--- config.mk ---
export PLATFORM = sky130hd
export DESIGN_NAME = mux_2x1_rr
export DESIGN_NICKNAME = d
export VERILOG_FILES = /design/src/rtl/mux_2x1_rr.sv
export SDC_FILE = /design/constraint.sdc
export NUM_CORES = 1
export LEC_CHECK = 0
export ABC_AREA = 1
export BUFFER_PORTS_ARGS = -buffer_cell sky130_fd_sc_hd__buf_2
export CORE_UTILIZATION = 40
export CTS_BUF_LIST = sky130_fd_sc_hd__clkbuf_8
export CTS_CLUSTER_SIZE = 20
export DETAILED_ROUTE_END_ITERATION = 12
export HOLD_SLACK_MARGIN = 0.12
export SLEW_MARGIN = 20
export SYNTH_ARGS = -nofsm -noshare
export SYNTH_HDL_FRONTEND = slang
export SYNTH_SLANG_ARGS = --single-unit
--- constraint.sdc ---
create_clock -name clk -period 3.2 [get_ports clk]
set_input_delay 0.64 -clock clk [delete_from_list [all_inputs] [get_ports clk]]
set_output_delay 0.64 -clock clk [all_outputs]
set_load 0.02 [all_outputs]
--- src/rtl/mux_2x1_rr.sv ---
// Two-lane round-robin combiner: each lane is buffered in its own FIFO and the
// lanes are merged onto one registered output stream, one word per clock.
module mux_2x1_rr #(
  parameter int WIDTH = 4,
  parameter int DEPTH = 4,
  parameter int CNTW  = 3
) (
  input  logic             clk,
  input  logic             reset,
  input  logic [WIDTH-1:0] data_in0,
  input  logic             valid_in0,
  input  logic [WIDTH-1:0] data_in1,
  input  logic             valid_in1,
  output logic [WIDTH-1:0] data_out,
  output logic             valid_out,
  output logic             full0,
  output logic             full1,
  output logic [1:0]       overflow
);

  localparam int              AW       = $clog2(DEPTH);
  localparam logic [CNTW-1:0] FULL_CNT = CNTW'(DEPTH);

  logic [WIDTH-1:0] w_din  [2];
  logic [WIDTH-1:0] w_head [2];
  logic [1:0]       w_vin;
  logic [1:0]       w_nonempty;
  logic [1:0]       w_full;
  logic [1:0]       w_pop;
  logic [1:0]       w_push;
  logic [1:0]       w_drop;
  logic             w_grant_valid;
  logic             w_grant_lane;

  logic [WIDTH-1:0] r_data_out;
  logic             r_valid_out;
  logic             r_last_grant;
  logic [1:0]       r_overflow;

  assign w_din[0] = data_in0;
  assign w_din[1] = data_in1;
  assign w_vin    = {valid_in1, valid_in0};

  genvar gi;
  generate
    for (gi = 0; gi < 2; gi++) begin : g_lane
      logic [WIDTH-1:0] r_mem [DEPTH];
      logic [AW-1:0]    r_wptr;
      logic [AW-1:0]    r_rptr;
      logic [CNTW-1:0]  r_count;

      assign w_nonempty[gi] = (r_count != '0);
      assign w_full[gi]     = (r_count == FULL_CNT);
      assign w_head[gi]     = r_mem[r_rptr];
      assign w_pop[gi]      = w_grant_valid && (w_grant_lane == 1'(gi));
      // A full lane still accepts a word when its head leaves on the same edge.
      assign w_push[gi]     = w_vin[gi] && (!w_full[gi] || w_pop[gi]);
      assign w_drop[gi]     = w_vin[gi] && !w_push[gi];

      always_ff @(posedge clk) begin
        if (w_push[gi] && !reset) begin
          r_mem[r_wptr] <= w_din[gi];
        end
      end

      always_ff @(posedge clk) begin
        if (reset) begin
          r_wptr  <= '0;
          r_rptr  <= '0;
          r_count <= '0;
        end else begin
          if (w_push[gi]) r_wptr <= r_wptr + AW'(1);
          if (w_pop[gi])  r_rptr <= r_rptr + AW'(1);
          if (w_push[gi] && !w_pop[gi]) begin
            r_count <= r_count + CNTW'(1);
          end else if (!w_push[gi] && w_pop[gi]) begin
            r_count <= r_count - CNTW'(1);
          end
        end
      end
    end
  endgenerate

  // Contention goes to the lane that did not win last; otherwise whichever has data.
  always_comb begin
    w_grant_valid = |w_nonempty;
    w_grant_lane  = 1'b0;
    if (&w_nonempty) begin
      w_grant_lane = ~r_last_grant;
    end else if (w_nonempty[1]) begin
      w_grant_lane = 1'b1;
    end
  end

  always_ff @(posedge clk) begin
    if (reset) begin
      r_data_out   <= '0;
      r_valid_out  <= 1'b0;
      r_last_grant <= 1'b1;
      r_overflow   <= 2'b00;
    end else begin
      r_valid_out <= w_grant_valid;
      r_overflow  <= r_overflow | w_drop;
      if (w_grant_valid) begin
        r_data_out   <= w_head[w_grant_lane];
        r_last_grant <= w_grant_lane;
      end
    end
  end

  assign data_out  = r_data_out;
  assign valid_out = r_valid_out;
  assign full0     = w_full[0];
  assign full1     = w_full[1];
  assign overflow  = r_overflow;

endmodule
* Word level (Yosys, flattened, before mapping)
Memory sizes are Yosys's and may differ from the RTL's. A register that Yosys moved wholly into a read port is not among the register bits.
Cells that the tools add are included.
** Storage, ports and cells
- Bits in writable memories :: 32
- Output and inout bits :: 9
- Flip-flop bits (word level) :: 22
- Memories :: 2
- Word-level logic and storage cells :: 71
** Cells by class
- Equal/unequal tests :: 2
- Reductions and logical operators :: 27
- Bitwise gates (word level) :: 4
- Add/subtract/negate cells :: 8
- Multiplexer cells :: 17
- $lt $le $gt $ge :: 1
** Memory list
- g_lane[0].r_mem :: words 4, width 4, rd ports 1, clocked after memory_dff 1, write ports 1, RTL line 47 : logic [WIDTH-1:0] r_mem [DEPTH];
- g_lane[1].r_mem :: words 4, width 4, rd ports 1, clocked after memory_dff 1, write ports 1, RTL line 47
** Operators with widths (number)
- 1-bit logical AND :: 12
- 3-bit two-way mux :: 4
- 4-bit two-way mux :: 3
- 2-bit by 1-bit adder with 2-bit output, second input constant :: 4
- 2-bit two-way mux :: 4
- 1-bit logical NOT :: 7
- 3-bit by 1-bit adder with 3-bit output, second input constant :: 2
- 3-bit == test, second input constant :: 2
- 1-bit two-way mux :: 6
- 3-bit nonzero test :: 2
- 3-bit by 1-bit subtractor with 3-bit output, second input constant :: 2
- 2-bit nonzero test :: 2
- 2-bit greater-or-equal comparator, second input constant :: 1
- 1-bit logical OR :: 2
- 1-bit inverter :: 2
- 1-bit inverter with 2-bit output :: 1
- 2-bit bitwise OR :: 1
- 2-bit AND reduction :: 1
- 2-bit OR reduction :: 1

* Logic depth before layout (Yosys ltp)
- Depth in word-level cells :: 11
- Depth in mapped cells :: 15

* Worst setup path before layout
No wires, ideal clock.
- Path kind :: register to register
- Start :: register g_lane[1].r_count[0]
- End :: register g_lane[1].r_count[1]
- Setup slack :: 996 ps
- Arrival :: 2083 ps
- Data required time :: 3080 ps
- Clock period less this slack :: 2204 ps
- Path buffers :: 0
- Cell stages (with the launch flop) :: 10
- Cell sequence :: dfxtp_1 -> nor3_1 -> nand2_2 -> nand2_2 -> inv_2 -> ha_1 -> inv_1 -> fa_1 -> o21ai_0 -> a21oi_1
** On the way
- Elaborated cells on any way between the ends :: 19
- Those cells by class :: 2 x add/sub; 1 x eq/ne; 4 x mux; 12 x reduce/logical
** RTL lines
- start: declaration :: RTL line 50 : logic [CNTW-1:0] r_count;
- start signal: assignment :: RTL line 75 : r_count <= r_count + CNTW'(1);
- start signal: assignment :: RTL line 77 : r_count <= r_count - CNTW'(1);
- 3-bit == test * :: RTL line 53 : assign w_full[gi] = (r_count == FULL_CNT);
- named net full1 :: RTL line 17 : output logic full1,
- 1-bit logical NOT * :: RTL line 57 : assign w_push[gi] = w_vin[gi] && (!w_full[gi] || w_pop[gi]);
- 1-bit logical OR * :: RTL line 57
- 1-bit logical AND * :: RTL line 57
- 1-bit logical NOT :: RTL line 76 : end else if (!w_push[gi] && w_pop[gi]) begin
- 1-bit logical AND :: RTL line 76
- 2-bit nonzero test (no source line)
The timed path passes the listed nets; every way through them passes the cells marked *. The select of a mux whose other input is x is not followed.
A chain may end at the register's enable or synchronous reset.

* Worst setup path after layout
- Start :: register g_lane[0].r_count[0]
- End :: register g_lane[0].r_count[2]
** On the way
- Word-level cells in the longest chain between the ends :: 10
- Elaborated cells on any way between the ends :: 19
- Those cells by class :: 2 x add/sub; 1 x eq/ne; 3 x mux; 1 x bitwise; 12 x reduce/logical
** Ends and longest elaborated chain
- start: declaration :: RTL line 50
- start signal: assignment :: RTL line 75
- start signal: assignment :: RTL line 77
- 3-bit nonzero test :: RTL line 52 : assign w_nonempty[gi] = (r_count != '0);
- 2-bit AND reduction :: RTL line 88 : if (&w_nonempty) begin
- 1-bit two-way mux :: RTL line 88
- 1-bit inverter :: RTL line 55 : assign w_pop[gi] = w_grant_valid && (w_grant_lane == 1'(gi));
- 1-bit logical AND :: RTL line 55
- 1-bit logical OR :: RTL line 57
- 1-bit logical AND :: RTL line 57
- 1-bit logical NOT :: RTL line 76
- 1-bit logical AND :: RTL line 76
- 2-bit nonzero test (no source line)
Parallel ways exist; a longest one is shown, timed or not. The select of a mux whose other input is x is not followed.

==> flow_metrics.env <==
export IMPL_peakVddDrop_v=0.000625
export IMPL_antenna_found_initial=0
export IMPL_slew_headroom=0.722
export IMPL_critical_path_class="reg2reg"
export IMPL_wirelength_mm=4.33
export IMPL_tns_ns=0
export IMPL_antennaDiodeCount=0
export IMPL_ys_seq_area_frac=0.578
export IMPL_nets=316
export IMPL_place_congestion=0.742
export IMPL_clockBufferDepth=2
export IMPL_grt_pass1_vias=1479
export IMPL_drtIter0Drc=61
export IMPL_hold_buffers=0
export IMPL_final_core_util=0.487
export IMPL_grt_pass1_wl_mm=7.10
export IMPL_cts_tree="yes"
export IMPL_grt_usage=0.149
export IMPL_achievable_frequency_mhz=452
export IMPL_finalNonFillerCells=371
export IMPL_io_pins=21
export IMPL_rows=28
export IMPL_htreeDepth=3
export IMPL_cap_violations=0
export IMPL_wire_per_inst_um=11.7
export IMPL_die_area_um2=6730
export IMPL_via_count=1715
export IMPL_dpl_worst_slack_ns=1.00
export IMPL_final_fill_count=574
export IMPL_slew_viol_final=0
export IMPL_fp_dieW_um=82.1
export IMPL_firstDrtPassIters=4
export IMPL_hp_class="reg2reg"
export IMPL_grt_max_degree=19
export IMPL_numPortBuffers=20
export IMPL_cp_required_ns=3.41
export IMPL_rsz0062_at_grt="false"
export IMPL_worst_pin_slew_ns=0.417
export IMPL_fin_crit_sh=0.691
export IMPL_final_antenna_net_count=0
export IMPL_use_met3=0.0511
export IMPL_crit_path_max_fanout=9
export IMPL_use_met1=0.207
export IMPL_grt_remaining_overflow=0
export IMPL_ys_warn_count=0
export IMPL_cts_resized=0
export IMPL_viasPerCell=4.62
export IMPL_synth_avg_cell_area_um2=9.71
export IMPL_area_growth_pct=15.1
export IMPL_setup_violations=0
export IMPL_drive_above_1_share=0.226
export IMPL_yosysUniqueCellTypes=27
export IMPL_cts_made_buffers=9
export IMPL_placed_cells=356
export IMPL_hpwl_mm=3.13
export IMPL_drc=0
export IMPL_status="finished clean"
export IMPL_synth_cells=264
export IMPL_syn_num_nets=288
export IMPL_insertion_delay_ns=0.33
export IMPL_period_needed_ns=2.21
export IMPL_cts_sinks=58
export IMPL_skew_ns=0.00563
export IMPL_core_area_um2=6060
export IMPL_p_leak_uw=0.00126
export IMPL_worst_setup_path_end_kind="register"
export IMPL_synth_seq_cells=58
export IMPL_setup_slack_ns=0.988
export IMPL_post_cts_buffers=0
export IMPL_met2_usage=0.203
export IMPL_cp_arrival_ns=2.42
export IMPL_busiest_layer="met1"
export IMPL_power_density_nw_per_um2=910
export IMPL_start_util=0.423
export IMPL_hold_viol=0
export IMPL_crit_path_start_kind="register"
export IMPL_die_h_um=82.1
export IMPL_path_clk_slew_ns=0.06
export IMPL_syn_area_um2=2560
export IMPL_root_buffer="clkbuf_8"
[final timing paths]
kind	end	cells after the start	slack (ns)	from
min	overflow[1]	2	0.45	overflow[1]
min reg2reg	overflow[1]	2	0.45	overflow[1]
max	g_lane[0].r_count[2]	15	0.99	g_lane[0].r_count[0]
max reg2reg	g_lane[0].r_count[2]	15	0.99	g_lane[0].r_count[0]
[area by class of cell]
cell class,instances,area [um^2],area share
flip-flops and latches,58,1480,0.502
repair buffers,20,100,0.0339
inverters,39,149,0.0505
well taps,75,93.8,0.0318
clock inverters,6,82.6,0.0280
clock buffers,9,124,0.0420
multi-input cells,164,920,0.312
[layout by cell type (no fill, tap or decap), types with 2 or more instances in the layout]
cell type and instances:
xor2_1 2, clkinv_2 3, nand3_1 8, clkbuf_8 9, nand2_2 4, nand2_1 36
nor2_1 43, buf_2 20, nor2_2 11, inv_1 30, edfxtp_1 32, nand2_4 5
o21ai_0 21, o21ai_1 4, bufinv_16 2, dfxtp_1 26, inv_2 8, fa_1 2
ha_1 10, a21oi_1 10
[cells by family (layout without fill, tap and decap cells)]
family | Yosys count | in the layout | share of synthesized area
fa+ha+maj | 12 | 12 | 0.0644
xor+xnor | 2 | 2 | 0.00683
buf+inv | 42 | 74 | 0.0634
flops | 58 | 58 | 0.578
simple gates | 112 | 112 | 0.211
compound gates | 38 | 38 | 0.0766
[state kept, by name (all words and copies together) (netlist names), named ones only]
| register | flops |
|---|---|
| data_out | 4 |
| g_lane.r_count | 6 |
| g_lane.r_mem | 32 |
| g_lane.r_rptr | 4 |
| g_lane.r_wptr | 4 |
| overflow | 2 |
| r_last_grant | 1 |
| valid_out | 1 |
[power by group]
part           internal, uW  switching [uW]  leakage (uW)
Sequential              924             112      0.000506
Combinational           332             609      0.000647
Clock                   429             279      0.000105
Total                  1690             999       0.00126
[critical path, stage by stage, from the launching register on]
cell and delay, ns:
dfxtp_1 0.43, nor2_2 0.09, nand2_4 0.10, nand2_4 0.07
nand2_8 0.10, inv_4 0.06, nand2_4 0.07, nand2_1 0.06
inv_2 0.08, ha_1 0.14, inv_1 0.06, fa_1 0.38
a21oi_1 0.14, o21ai_0 0.10, o21ai_0 0.16, a21oi_1 0.06
[routing by layer]
layer,share of wire,vias to the layer above
met5,0,-
met3,0.043,6
met2,0.43,27
li1,-,907
met4,0.017,0
met1,0.51,775
[Yosys cell counts]
library cell	count	area share
nor2_1	43	0.063
nand2_1	36	0.053
edfxtp_1	32	0.37
inv_1	30	0.044
dfxtp_1	26	0.20
o21ai_0	21	0.041
nor2_2	11	0.027
a21oi_1	10	0.020
ha_1	10	0.049
inv_2	8	0.012
nand3_1	8	0.016
nand2_4	5	0.022
nand2_2	4	0.0098
o21ai_1	4	0.0078
buf_2	2	0.0039
fa_1	2	0.016
xor2_1	2	0.0068
a21boi_1	1	0.0029
a31oi_1	1	0.0024
clkbuf_1	1	0.0015
inv_4	1	0.0024
nand2_8	1	0.0078
nand3b_1	1	0.0029
nor2_4	1	0.0044
nor3_1	1	0.0020
nor3_2	1	0.0039
o211ai_1	1	0.0029
[per-stage QoR]
step	cell area, um^2	hold slack (ns)	power [uW]
2_1_floorplan	2560	0.433	1780
3_3_place_gp	2740	0.437	1990
3_5_place_dp	2740	0.441	2000
4_1_cts	2950	0.452	2710
5_1_grt	2950	0.465	2890
6_report	2950	0.450	2680
Power figures use the tool's default switching activity.
